**config.mk**
```make
export PLATFORM = sky130hd
export DESIGN_NAME = gpu_rasterizer_flat
export DESIGN_NICKNAME = d
export VERILOG_FILES = /design/src/rtl/common.sv /design/src/rtl/gpu_rasterizer_if.sv /design/src/rtl/gpu_rasterizer.sv /design/src/flat_wrapper.sv
export SDC_FILE = /design/constraint.sdc
export NUM_CORES = 1
export LEC_CHECK = 0
export CAP_MARGIN = 20
export CORE_UTILIZATION = 35
export CTS_BUF_LIST = sky130_fd_sc_hd__clkbuf_2 sky130_fd_sc_hd__clkbuf_4 sky130_fd_sc_hd__clkbuf_8
export DETAILED_ROUTE_END_ITERATION = 16
export GPL_ROUTABILITY_DRIVEN = 0
export PLACE_DENSITY = 0.63
export SLEW_MARGIN = 20
export SYNTH_ARGS = -nofsm -noshare
export SYNTH_HDL_FRONTEND = slang
export SYNTH_SLANG_ARGS = --single-unit
```
**constraint.sdc**
```tcl
create_clock -name clk -period 8.9 [get_ports clk]
set_input_delay 0.89 -clock clk [delete_from_list [all_inputs] [get_ports clk]]
set_output_delay 0.89 -clock clk [all_outputs]
set_load 0.01 [all_outputs]
```
**src/rtl/common.sv**
```systemverilog
// Shared types for the graphics datapath.
package common;

    // Rasterizer command codes.
    typedef enum logic [1:0] {
        RASTER_CMD_FILL  = 2'd0,
        RASTER_CMD_POINT = 2'd1,
        RASTER_CMD_LINE  = 2'd2,
        RASTER_CMD_RECT  = 2'd3
    } raster_command_t;

endpackage

```
**src/rtl/gpu_rasterizer_if.sv**
```systemverilog
// Command and framebuffer-write bundle between a command source and the rasterizer.
interface gpu_rasterizer_if;
    import common::*;

    raster_command_t gpu_command;
    logic [7:0]      gpu_x0;
    logic [7:0]      gpu_y0;
    logic [7:0]      gpu_x1;
    logic [7:0]      gpu_y1;
    logic [2:0]      gpu_colour;
    logic            gpu_execute_request;
    logic            gpu_busy;
    logic [15:0]     fb_addr;
    logic [2:0]      fb_wdata;
    logic            fb_we;

    modport master (
        output gpu_command, gpu_x0, gpu_y0, gpu_x1, gpu_y1, gpu_colour,
               gpu_execute_request,
        input  gpu_busy, fb_addr, fb_wdata, fb_we
    );

    modport slave (
        input  gpu_command, gpu_x0, gpu_y0, gpu_x1, gpu_y1, gpu_colour,
               gpu_execute_request,
        output gpu_busy, fb_addr, fb_wdata, fb_we
    );

endinterface

```
**src/rtl/gpu_rasterizer.sv**
```systemverilog
// Pixel rasterizer: fill, point, filled rectangle and Bresenham line.
// One pixel is presented per busy cycle; off-screen pixels still take a cycle
// but are not written.
module gpu_rasterizer #(
    parameter int FB_WIDTH  = 214,
    parameter int FB_HEIGHT = 160
) (
    input logic             clk,
    input logic             rst_async,
    gpu_rasterizer_if.slave bus
);
    import common::*;

    localparam logic [2:0] IDLE  = 3'd0;
    localparam logic [2:0] FILL  = 3'd1;
    localparam logic [2:0] POINT = 3'd2;
    localparam logic [2:0] RECT  = 3'd3;
    localparam logic [2:0] LINE  = 3'd4;

    localparam logic [7:0]  LAST_X = 8'(FB_WIDTH - 1);
    localparam logic [7:0]  LAST_Y = 8'(FB_HEIGHT - 1);
    localparam logic [15:0] WIDTH16  = 16'(FB_WIDTH);
    localparam logic [15:0] HEIGHT16 = 16'(FB_HEIGHT);

    logic [2:0]         state;
    logic [7:0]         op_x0, op_y0, op_x1, op_y1;
    logic [2:0]         op_colour;
    logic [7:0]         cur_x, cur_y;
    logic signed [11:0] err;

    logic [7:0]         x_min, x_max, y_max, dx_abs, dy_abs;
    logic [7:0]         in_x_min, in_y_min, in_dx, in_dy;
    logic               sx_neg, sy_neg;
    logic signed [11:0] dx_s, dy_s, e2, err_next;
    logic               step_x, step_y;
    logic               busy, in_bounds, last_pixel;
    logic [15:0]        pix_addr;

    function automatic logic [7:0] abs_diff(input logic [7:0] a, input logic [7:0] b);
        return (a >= b) ? (a - b) : (b - a);
    endfunction

    function automatic logic [7:0] min8(input logic [7:0] a, input logic [7:0] b);
        return (a <= b) ? a : b;
    endfunction

    // Geometry derived from the registered operands, plus the Bresenham step decision.
    always_comb begin
        x_min    = min8(op_x0, op_x1);
        x_max    = (op_x0 >= op_x1) ? op_x0 : op_x1;
        y_max    = (op_y0 >= op_y1) ? op_y0 : op_y1;
        dx_abs   = abs_diff(op_x1, op_x0);
        dy_abs   = abs_diff(op_y1, op_y0);
        sx_neg   = op_x1 < op_x0;
        sy_neg   = op_y1 < op_y0;
        dx_s     = $signed({4'b0, dx_abs});
        dy_s     = -$signed({4'b0, dy_abs});
        e2       = err <<< 1;
        step_x   = e2 >= dy_s;
        step_y   = e2 <= dx_s;
        err_next = err + (step_x ? dy_s : 12'sd0) + (step_y ? dx_s : 12'sd0);
        in_x_min = min8(bus.gpu_x0, bus.gpu_x1);
        in_y_min = min8(bus.gpu_y0, bus.gpu_y1);
        in_dx    = abs_diff(bus.gpu_x1, bus.gpu_x0);
        in_dy    = abs_diff(bus.gpu_y1, bus.gpu_y0);
    end

    // Decide whether the pixel on the bus this cycle is the command's final one.
    always_comb begin
        last_pixel = 1'b1;
        case (state)
            FILL:    last_pixel = (cur_x == LAST_X) && (cur_y == LAST_Y);
            RECT:    last_pixel = (cur_x == x_max) && (cur_y == y_max);
            LINE:    last_pixel = (cur_x == op_x1) && (cur_y == op_y1);
            default: last_pixel = 1'b1;
        endcase
    end

    assign busy      = (state != IDLE);
    assign pix_addr  = 16'(cur_y) * WIDTH16 + 16'(cur_x);
    assign in_bounds = (16'(cur_x) < WIDTH16) && (16'(cur_y) < HEIGHT16);

    assign bus.gpu_busy = busy;
    assign bus.fb_we    = busy && in_bounds;
    assign bus.fb_addr  = busy ? pix_addr : 16'd0;
    assign bus.fb_wdata = busy ? op_colour : 3'd0;

    // Command acceptance in IDLE and per-cycle pixel stepping while busy.
    always_ff @(posedge clk or posedge rst_async) begin
        if (rst_async) begin
            state     <= IDLE;
            op_x0     <= '0;
            op_y0     <= '0;
            op_x1     <= '0;
            op_y1     <= '0;
            op_colour <= '0;
            cur_x     <= '0;
            cur_y     <= '0;
            err       <= '0;
        end else if (state == IDLE) begin
            if (bus.gpu_execute_request) begin
                op_x0     <= bus.gpu_x0;
                op_y0     <= bus.gpu_y0;
                op_x1     <= bus.gpu_x1;
                op_y1     <= bus.gpu_y1;
                op_colour <= bus.gpu_colour;
                err       <= $signed({4'b0, in_dx}) - $signed({4'b0, in_dy});
                case (bus.gpu_command)
                    RASTER_CMD_FILL: begin
                        cur_x <= '0;
                        cur_y <= '0;
                        state <= FILL;
                    end
                    RASTER_CMD_POINT: begin
                        cur_x <= bus.gpu_x0;
                        cur_y <= bus.gpu_y0;
                        state <= POINT;
                    end
                    RASTER_CMD_RECT: begin
                        cur_x <= in_x_min;
                        cur_y <= in_y_min;
                        state <= RECT;
                    end
                    default: begin
                        cur_x <= bus.gpu_x0;
                        cur_y <= bus.gpu_y0;
                        state <= LINE;
                    end
                endcase
            end
        end else if (last_pixel) begin
            state <= IDLE;
        end else begin
            case (state)
                FILL: begin
                    if (cur_x == LAST_X) begin
                        cur_x <= '0;
                        cur_y <= cur_y + 8'd1;
                    end else begin
                        cur_x <= cur_x + 8'd1;
                    end
                end
                RECT: begin
                    if (cur_x == x_max) begin
                        cur_x <= x_min;
                        cur_y <= cur_y + 8'd1;
                    end else begin
                        cur_x <= cur_x + 8'd1;
                    end
                end
                LINE: begin
                    if (step_x) cur_x <= sx_neg ? cur_x - 8'd1 : cur_x + 8'd1;
                    if (step_y) cur_y <= sy_neg ? cur_y - 8'd1 : cur_y + 8'd1;
                    err <= err_next;
                end
                default: state <= IDLE;
            endcase
        end
    end

endmodule

```
**src/flat_wrapper.sv**
```systemverilog
// flat-port wrapper written by rule: the top's interface ports become plain ports
module gpu_rasterizer_flat import common::*;
#(
    parameter int FB_WIDTH  = 214,
    parameter int FB_HEIGHT = 160
)
  (clk, rst_async, bus_gpu_command, bus_gpu_x0, bus_gpu_y0, bus_gpu_x1, bus_gpu_y1, bus_gpu_colour, bus_gpu_execute_request, bus_gpu_busy, bus_fb_addr, bus_fb_wdata, bus_fb_we);
  gpu_rasterizer_if bus_i ();
  input logic clk;
  input logic rst_async;
  input wire logic [$bits(bus_i.gpu_command)-1:0] bus_gpu_command;
  input wire logic [$bits(bus_i.gpu_x0)-1:0] bus_gpu_x0;
  input wire logic [$bits(bus_i.gpu_y0)-1:0] bus_gpu_y0;
  input wire logic [$bits(bus_i.gpu_x1)-1:0] bus_gpu_x1;
  input wire logic [$bits(bus_i.gpu_y1)-1:0] bus_gpu_y1;
  input wire logic [$bits(bus_i.gpu_colour)-1:0] bus_gpu_colour;
  input wire logic [$bits(bus_i.gpu_execute_request)-1:0] bus_gpu_execute_request;
  output wire logic [$bits(bus_i.gpu_busy)-1:0] bus_gpu_busy;
  output wire logic [$bits(bus_i.fb_addr)-1:0] bus_fb_addr;
  output wire logic [$bits(bus_i.fb_wdata)-1:0] bus_fb_wdata;
  output wire logic [$bits(bus_i.fb_we)-1:0] bus_fb_we;
  assign bus_i.gpu_command = bus_gpu_command;
  assign bus_i.gpu_x0 = bus_gpu_x0;
  assign bus_i.gpu_y0 = bus_gpu_y0;
  assign bus_i.gpu_x1 = bus_gpu_x1;
  assign bus_i.gpu_y1 = bus_gpu_y1;
  assign bus_i.gpu_colour = bus_gpu_colour;
  assign bus_i.gpu_execute_request = bus_gpu_execute_request;
  assign bus_gpu_busy = bus_i.gpu_busy;
  assign bus_fb_addr = bus_i.fb_addr;
  assign bus_fb_wdata = bus_i.fb_wdata;
  assign bus_fb_we = bus_i.fb_we;
  gpu_rasterizer #(.FB_WIDTH(FB_WIDTH), .FB_HEIGHT(FB_HEIGHT)) u_core (.clk(clk), .rst_async(rst_async), .bus(bus_i));
endmodule
```
==> impl_metrics.csv, run 1 <==
group,metric,value,unit
yosys,avgSynthCellArea,7.93,um^2
die,start_util,35.7,%
critical_path,required,9.20,ns
cells_and_area,seqCellArea,1630,um^2
status,status,"finished, final reports clean",
global_routing,grt-ovfl-total,0,
clocking,cts_resized,0,
cells_and_area,insertedDiodeCount,0,
route,ant_nets,0,
die,io_pins,61,
sta,maxSlewHeadroom,36.2,%
clocking,cts_setup_buffers,0,
route,drt-total-wl,30200,um
yosys,yosysSeqAreaShare,15.3,%
critical_path,criticalPathCategory,"flop to flop",
yosys,synth_top_area_share,19.7,%
die,core,29700,um^2
hold_path,min_path_type,"flop to flop",
clocking,htreeDepth,3,
flow_run,maxCapViolations,0,
global_routing,track_usage,20.0,%
critical_path,worstPathArrival,7.68,ns
critical_path,critPathCaptureType,"flop",
global_routing,antenna_found_initial,0,
yosys,netlist_area,10600,um^2
placement,hpwlAfterDp,24300,um
cells_and_area,nets,1610,
critical_path,timing.rr.end,"u_core.err[10]",
route,viasPerCell,5.46,
clocking,clk_pin_slew,0.10,ns
die,fp.dieW,176,um
clocking,cts_hold_buf,0,
yosys,synthTopCellsByArea,"ha_1 20%, dfrtp_1 15%, inv_1 6.8%",
global_routing,grt_max_degree,71,
critical_path,cp-start-kind,"flop",
yosys,syn_nets,1576,
die,fp.dieH,176,um
clocking,numCtsBuffers,9,
critical_path,cp-endpoint,"u_core.err[10]",
clocking,clock_path_buffers,2,
critical_path,crit_start,"u_core.op_x1[0]",
sta,final_max_slew_viol_count,0,
cells_and_area,final_cells,1767,
cells_and_area,final_cell_mix,"192 x inv_1, 167 x ha_1, 115 x nand2_1, 89 x o21ai_0, 68 x nor2_1",
die,dieArea,31000,um^2
die,rows,63,
critical_path,cp_max_fo,7,
placement,placed_cells,1751,
yosys,ys_seq_elements,65,
yosys,netlist_instances,1338,
critical_path,r2r_setup_slack,1.52,ns
cells_and_area,n_fill_cell,3028,
placement,numPortBuffers,60,
route,route.vias.total,9640,
sta,worstMarginPinSlew,0.957,ns
sta,setup_viol,0,
yosys,synth-edff-count,0,
sta,finalCritPeriodShare,82.9,%
critical_path,slowest_stage,"fa_1",
clocking,clock_sinks,65,
sta,hold_violations,0,
sta,fin_skew,0.0239,ns
yosys,yosys_most_used_dff,"dfrtp_1",
cells_and_area,drive_gt1_share,4.28,%
yosys,yosys_warnings,0,
route,post_drt_wl_per_cell,17.1,um
cells_and_area,final_common_cell,"inv_1",
critical_path,r2r-start,"u_core.op_x1[0]",
route,drcViolationCount,0,
cells_and_area,area_growth,10.9,%
route,first_pass_iters,6,
critical_path,max_stage_delay,0.59,ns
global_routing,grt_pass1_vias,9288,
yosys,async_flop_share,100,%
yosys,synth_cell_types,80,
cells_and_area,fin_area,11800,um^2
yosys,yosys.area.top_type,"ha_1",
sta,min_period,7.38,ns
sta,max_freq,136,MHz
global_routing,grt_pass1_wl,49100,um
placement,placed_cell_area,11600,um^2
clocking,cts_root_buf,"clkbuf_8",
cells_and_area,multi_input_area,8100,um^2
critical_path,reg2reg_depth,31,
sta,finalSetupTns,0,ns
route,drtIter0Drc,681,
sta,rsz0062_at_grt,"false",
clocking,clkLatencyLatePin,0.39,ns
clocking,cts_tree,"built",
[critical path: cells and delay by family, from the launching register on]
kind,cells,cell delay (ns)
XOR/XNOR,2,0.34
AND/OR/NAND/NOR,5,0.78
adder cells (fa/ha/maj),5,1.72
AO/OA/AOI/OAI,14,3.33
buffers and inverters,3,0.23
multiplexers,2,0.46
flip-flops,1,0.45
[per-layer routing]
| metal | global-route usage [%] | vias to the layer above | wire [um] |
|---|---|---|---|
| met1 | 27.8 | 4601 | 14300 |
| met4 | 5.72 | 0 | 561 |
| met2 | 32.7 | 275 | 13900 |
| met3 | 1.81 | 36 | 1420 |
| li1 | - | 4728 | - |
| met5 | 0 | - | 0 |
[final cells by class]
class                      instances  area share, %
timing repair buffer              64           5.36
tap                              390           4.14
clock inverter                     6          0.574
inverter                         194           6.18
sequential                        65           13.8
clock buffer                      10           1.17
multi-input combinational       1038           68.8
[synth_stat cells (4+ instances only)]
| cell | n |
|---|---|
| a211oi_1 | 10 |
| nor3_1 | 22 |
| dfrtp_1 | 65 |
| nand2b_1 | 16 |
| o22ai_1 | 9 |
| a2111oi_0 | 5 |
| inv_1 | 193 |
| clkbuf_1 | 29 |
| nor2_1 | 69 |
| o211ai_1 | 8 |
| a31oi_1 | 9 |
| a221oi_1 | 11 |
| ha_1 | 167 |
| nor2b_1 | 12 |
| a211o_1 | 9 |
| a21boi_0 | 4 |
| or2_2 | 5 |
| nand3b_1 | 4 |
| or3_1 | 5 |
| o21ai_1 | 24 |
| and2_1 | 19 |
| nand4_1 | 17 |
| and3_1 | 10 |
| xor2_1 | 24 |
| xnor2_1 | 65 |
| mux2_2 | 8 |
| nor3b_1 | 4 |
| buf_2 | 7 |
| nand2_1 | 115 |
| o21a_1 | 9 |
| a21o_1 | 27 |
| a22oi_1 | 4 |
| o31ai_1 | 12 |
| nand3_1 | 32 |
| o221ai_1 | 7 |
| fa_1 | 31 |
| a22o_1 | 7 |
| nor4_1 | 9 |
| o21ai_0 | 89 |
| a21oi_1 | 63 |
| mux2i_1 | 44 |
[per-stage QoR]
stage	hold slack [ns]	utilization [%]	worst slack [ns]
2_1_floorplan	0.472	-	2.49
3_3_place_gp	0.483	38.9	1.62
3_5_place_dp	0.492	38.9	1.59
4_1_cts	0.517	39.6	1.53
5_1_grt	0.538	39.6	0.939
6_report	0.518	39.6	1.52
[how the worst min path moves through the flow]
| stage | start | cells after the start | to |
|---|---|---|---|
| final | u_core.op_colour[2] | 1 | u_core.op_colour[2] |
| after global routing | u_core.op_colour[2] | 1 | u_core.op_colour[2] |
| after CTS | u_core.op_colour[0] | 1 | u_core.op_colour[0] |
| after detailed placement | u_core.op_colour[0] | 1 | u_core.op_colour[0] |
| after global placement | u_core.op_colour[2] | 1 | u_core.op_colour[2] |
| after floorplan | u_core.op_colour[0] | 1 | u_core.op_colour[0] |
[cell families after synthesis]
group	after synthesis	share of synthesized area (%)
AOI/OAI and AO/OA	342	21.2
adders and majority gates	198	25.5
muxes	55	5.35
xor gates and xnor gates	91	7.65
buffers and inverters	235	8.46
and+or+nand+nor	352	16.5
DFF	65	15.3
[flip-flops by register name, indices dropped and copies added, names as in the netlist]
| register | count |
|---|---|
| u_core.op_x1 | 8 |
| u_core.op_y0 | 8 |
| u_core.cur_y | 8 |
| u_core.op_colour | 3 |
| u_core.op_x0 | 8 |
| u_core.cur_x | 8 |
| u_core.state | 3 |
| u_core.op_y1 | 8 |
| u_core.err | 11 |
Power of run 1 is left out: the tool's default activity adds up to more than one toggle a clock period on the data nets, which glitch-free logic cannot reach.
==> inputs of run 2 (changes only) <==
- PLACE_DENSITY: 0.63 -> 0.64
- clock period: 8.9 -> 6.65 ns (I/O delays scaled with it)
==> run 2 against run 1 <==
Die area unchanged. Highest routed layer unchanged. Flip-flop and latch count unchanged. Non-clock buffer count increased by 47. Largest cell class unchanged. Routed wire length grew 1.4%.
==> impl_metrics.csv, run 2 (synthesis results as in run 1) <==
group,metric,value,unit
global_routing,grt_pass1_wl,49700,um
global_routing,track_usage,20.0,%
global_routing,grt_pass1_vias,9637,
status,status,"finished, final reports clean",
critical_path,crit_buf_inv,4,
route,post_drt_wl_per_cell,16.9,um
hold_path,whs_endpoint,"u_core.op_colour[1]",
sta,worstMarginPinSlew,0.929,ns
die,core,29700,um^2
clocking,cts_tree,"built",
sta,maxSlewHeadroom,38.1,%
cells_and_area,drive_gt1_share,10.6,%
die,dieArea,31000,um^2
sta,setup_viol,0,
global_routing,top_usage_layer,"met2",
sta,whs,0.515,ns
critical_path,r2r_setup_slack,0.17,ns
hold_path,hold_path_depth,1,
cells_and_area,regMostFlops,"u_core.err",
global_routing,antenna_found_initial,0,
sta,finalCritPeriodShare,97.4,%
critical_path,r2r-start,"u_core.op_y1[0]",
clocking,htreeDepth,3,
clocking,clkLatencyLatePin,0.37,ns
sta,min_period,6.48,ns
hold_path,worstHoldStart,"u_core.op_colour[1]",
placement,placed_cells,1788,
die,io_pins,61,
cells_and_area,final_cell_mix,"191 x inv_1, 160 x ha_1, 114 x nand2_1, 85 x o21ai_0, 66 x nor2_1",
critical_path,slowest_stage,"fa_2",
critical_path,max_stage_delay,0.54,ns
sta,hold_violations,0,
critical_path,critPathCaptureType,"flop",
sta,final_max_slew_viol_count,0,
global_routing,grtUsageMet3,1.83,%
die,fp.dieW,176,um
cells_and_area,final_common_cell,"inv_1",
critical_path,cp-start-kind,"flop",
sta,max_freq,154,MHz
placement,hpwlAfterDp,24300,um
critical_path,reg2reg_depth,31,
die,start_util,35.7,%
route,drtIter0Drc,686,
clocking,clock_path_buffers,2,
global_routing,grt.met2_usage,32.5,%
global_routing,met1_usage,27.9,%
cells_and_area,final_cells,1814,
cells_and_area,largest_reg_flops,11,
clocking,numCtsBuffers,9,
route,drcViolationCount,0,
global_routing,grt_max_degree,71,
hold_path,min_path_type,"flop to flop",
critical_path,crit_family,"compound AO/OA/AOI/OAI gates",
route,ant_nets,0,
die,rows,63,
clocking,clock_sinks,65,
cells_and_area,insertedDiodeCount,0,
global_routing,grt-ovfl-total,0,
placement,numPortBuffers,60,
route,first_pass_iters,5,
critical_path,timing.rr.end,"u_core.err[10]",
clocking,cts_root_buf,"clkbuf_8",
route,drt-total-wl,30600,um
critical_path,required,6.95,ns
cells_and_area,nets,1657,
sta,finalSetupTns,0,ns
critical_path,criticalPathCategory,"flop to flop",
critical_path,cp_max_fo,7,
sta,fin_skew,0.0162,ns
die,fp.dieH,176,um
critical_path,worstPathArrival,6.78,ns
clocking,clk_pin_slew,0.09,ns
route,viasPerCell,5.37,
cells_and_area,area_growth,17.1,%
flow_run,maxCapViolations,0,
route,route.vias.total,9748,
==> run 2: changes by cell type in the layout (fill, tap and decap cells not counted), sizes merged <==
| cell | change |
|---|---|
| bufinv | +1 |
| buf | +47 |
| clkinvlp | -1 |
| clkinv | +1 |
| clkdlybuf4s50 | -1 |
| clkbuf | -1 |
| dlymetal6s2s | +1 |
==> run 2: how the worst max path moves through the flow <==
stage,from,to,slack (ns),cells after the start
after detailed placement,u_core.op_x1[0],u_core.err[10],-0.12,31
after floorplan,u_core.op_y1[0],u_core.err[10],0.24,31
final,u_core.op_y1[0],u_core.err[10],0.17,31
after global routing,u_core.op_y0[1],u_core.err[10],-0.18,29
after global placement,u_core.op_x1[0],u_core.err[10],0.09,31
after CTS,u_core.op_y1[0],u_core.err[10],0.0009,31
==> run 2: per-layer routing <==
| layer | wire (um) | vias to the layer above |
|---|---|---|
| li1 | - | 4817 |
| met5 | 0 | - |
| met4 | 854 | 0 |
| met1 | 14500 | 4617 |
| met2 | 14000 | 261 |
| met3 | 1250 | 53 |
==> run 2: what timing repair did <==
item / CTS / global route
resized for setup: 6 / 55
pin swaps: 2 / 26
buffers inserted: 2 / 8
hold buffers: 0 / 0
gates cloned: 0 / 0
endpoints found under the setup margin: 2 / 6
==> run 2: cell type report <==
class	instances	area [um^2]
clock inverter	7	95.1
inverter	194	728
sequential	65	1630
tap	390	488
multi-input combinational	1038	8370
timing repair buffer	111	990
fill	2980	17300
clock buffer	9	124
==> run 2: worst register-to-register path, delay by kind of cell (launching register included) <==
family,cells,cell delay [ns]
muxes,1,0.30
adders and majority gates,6,1.55
and+or+nand+nor,9,1.64
xor gates and xnor gates,1,0.15
buffers and inverters,4,0.36
DFF,1,0.35
AOI/OAI and AO/OA,10,2.08
==> run 2: per-stage QoR <==
stage	setup WS (ns)	instance area (um^2)	utilization, %
CTS	0.000855	12100	40.7
detailed placement	-0.118	11800	39.9
global route	-0.180	12400	41.8
floorplan	0.243	10600	-
global placement	0.0912	11800	39.9
finish	0.172	12400	41.8
Power of run 2 is left out for the same reason.
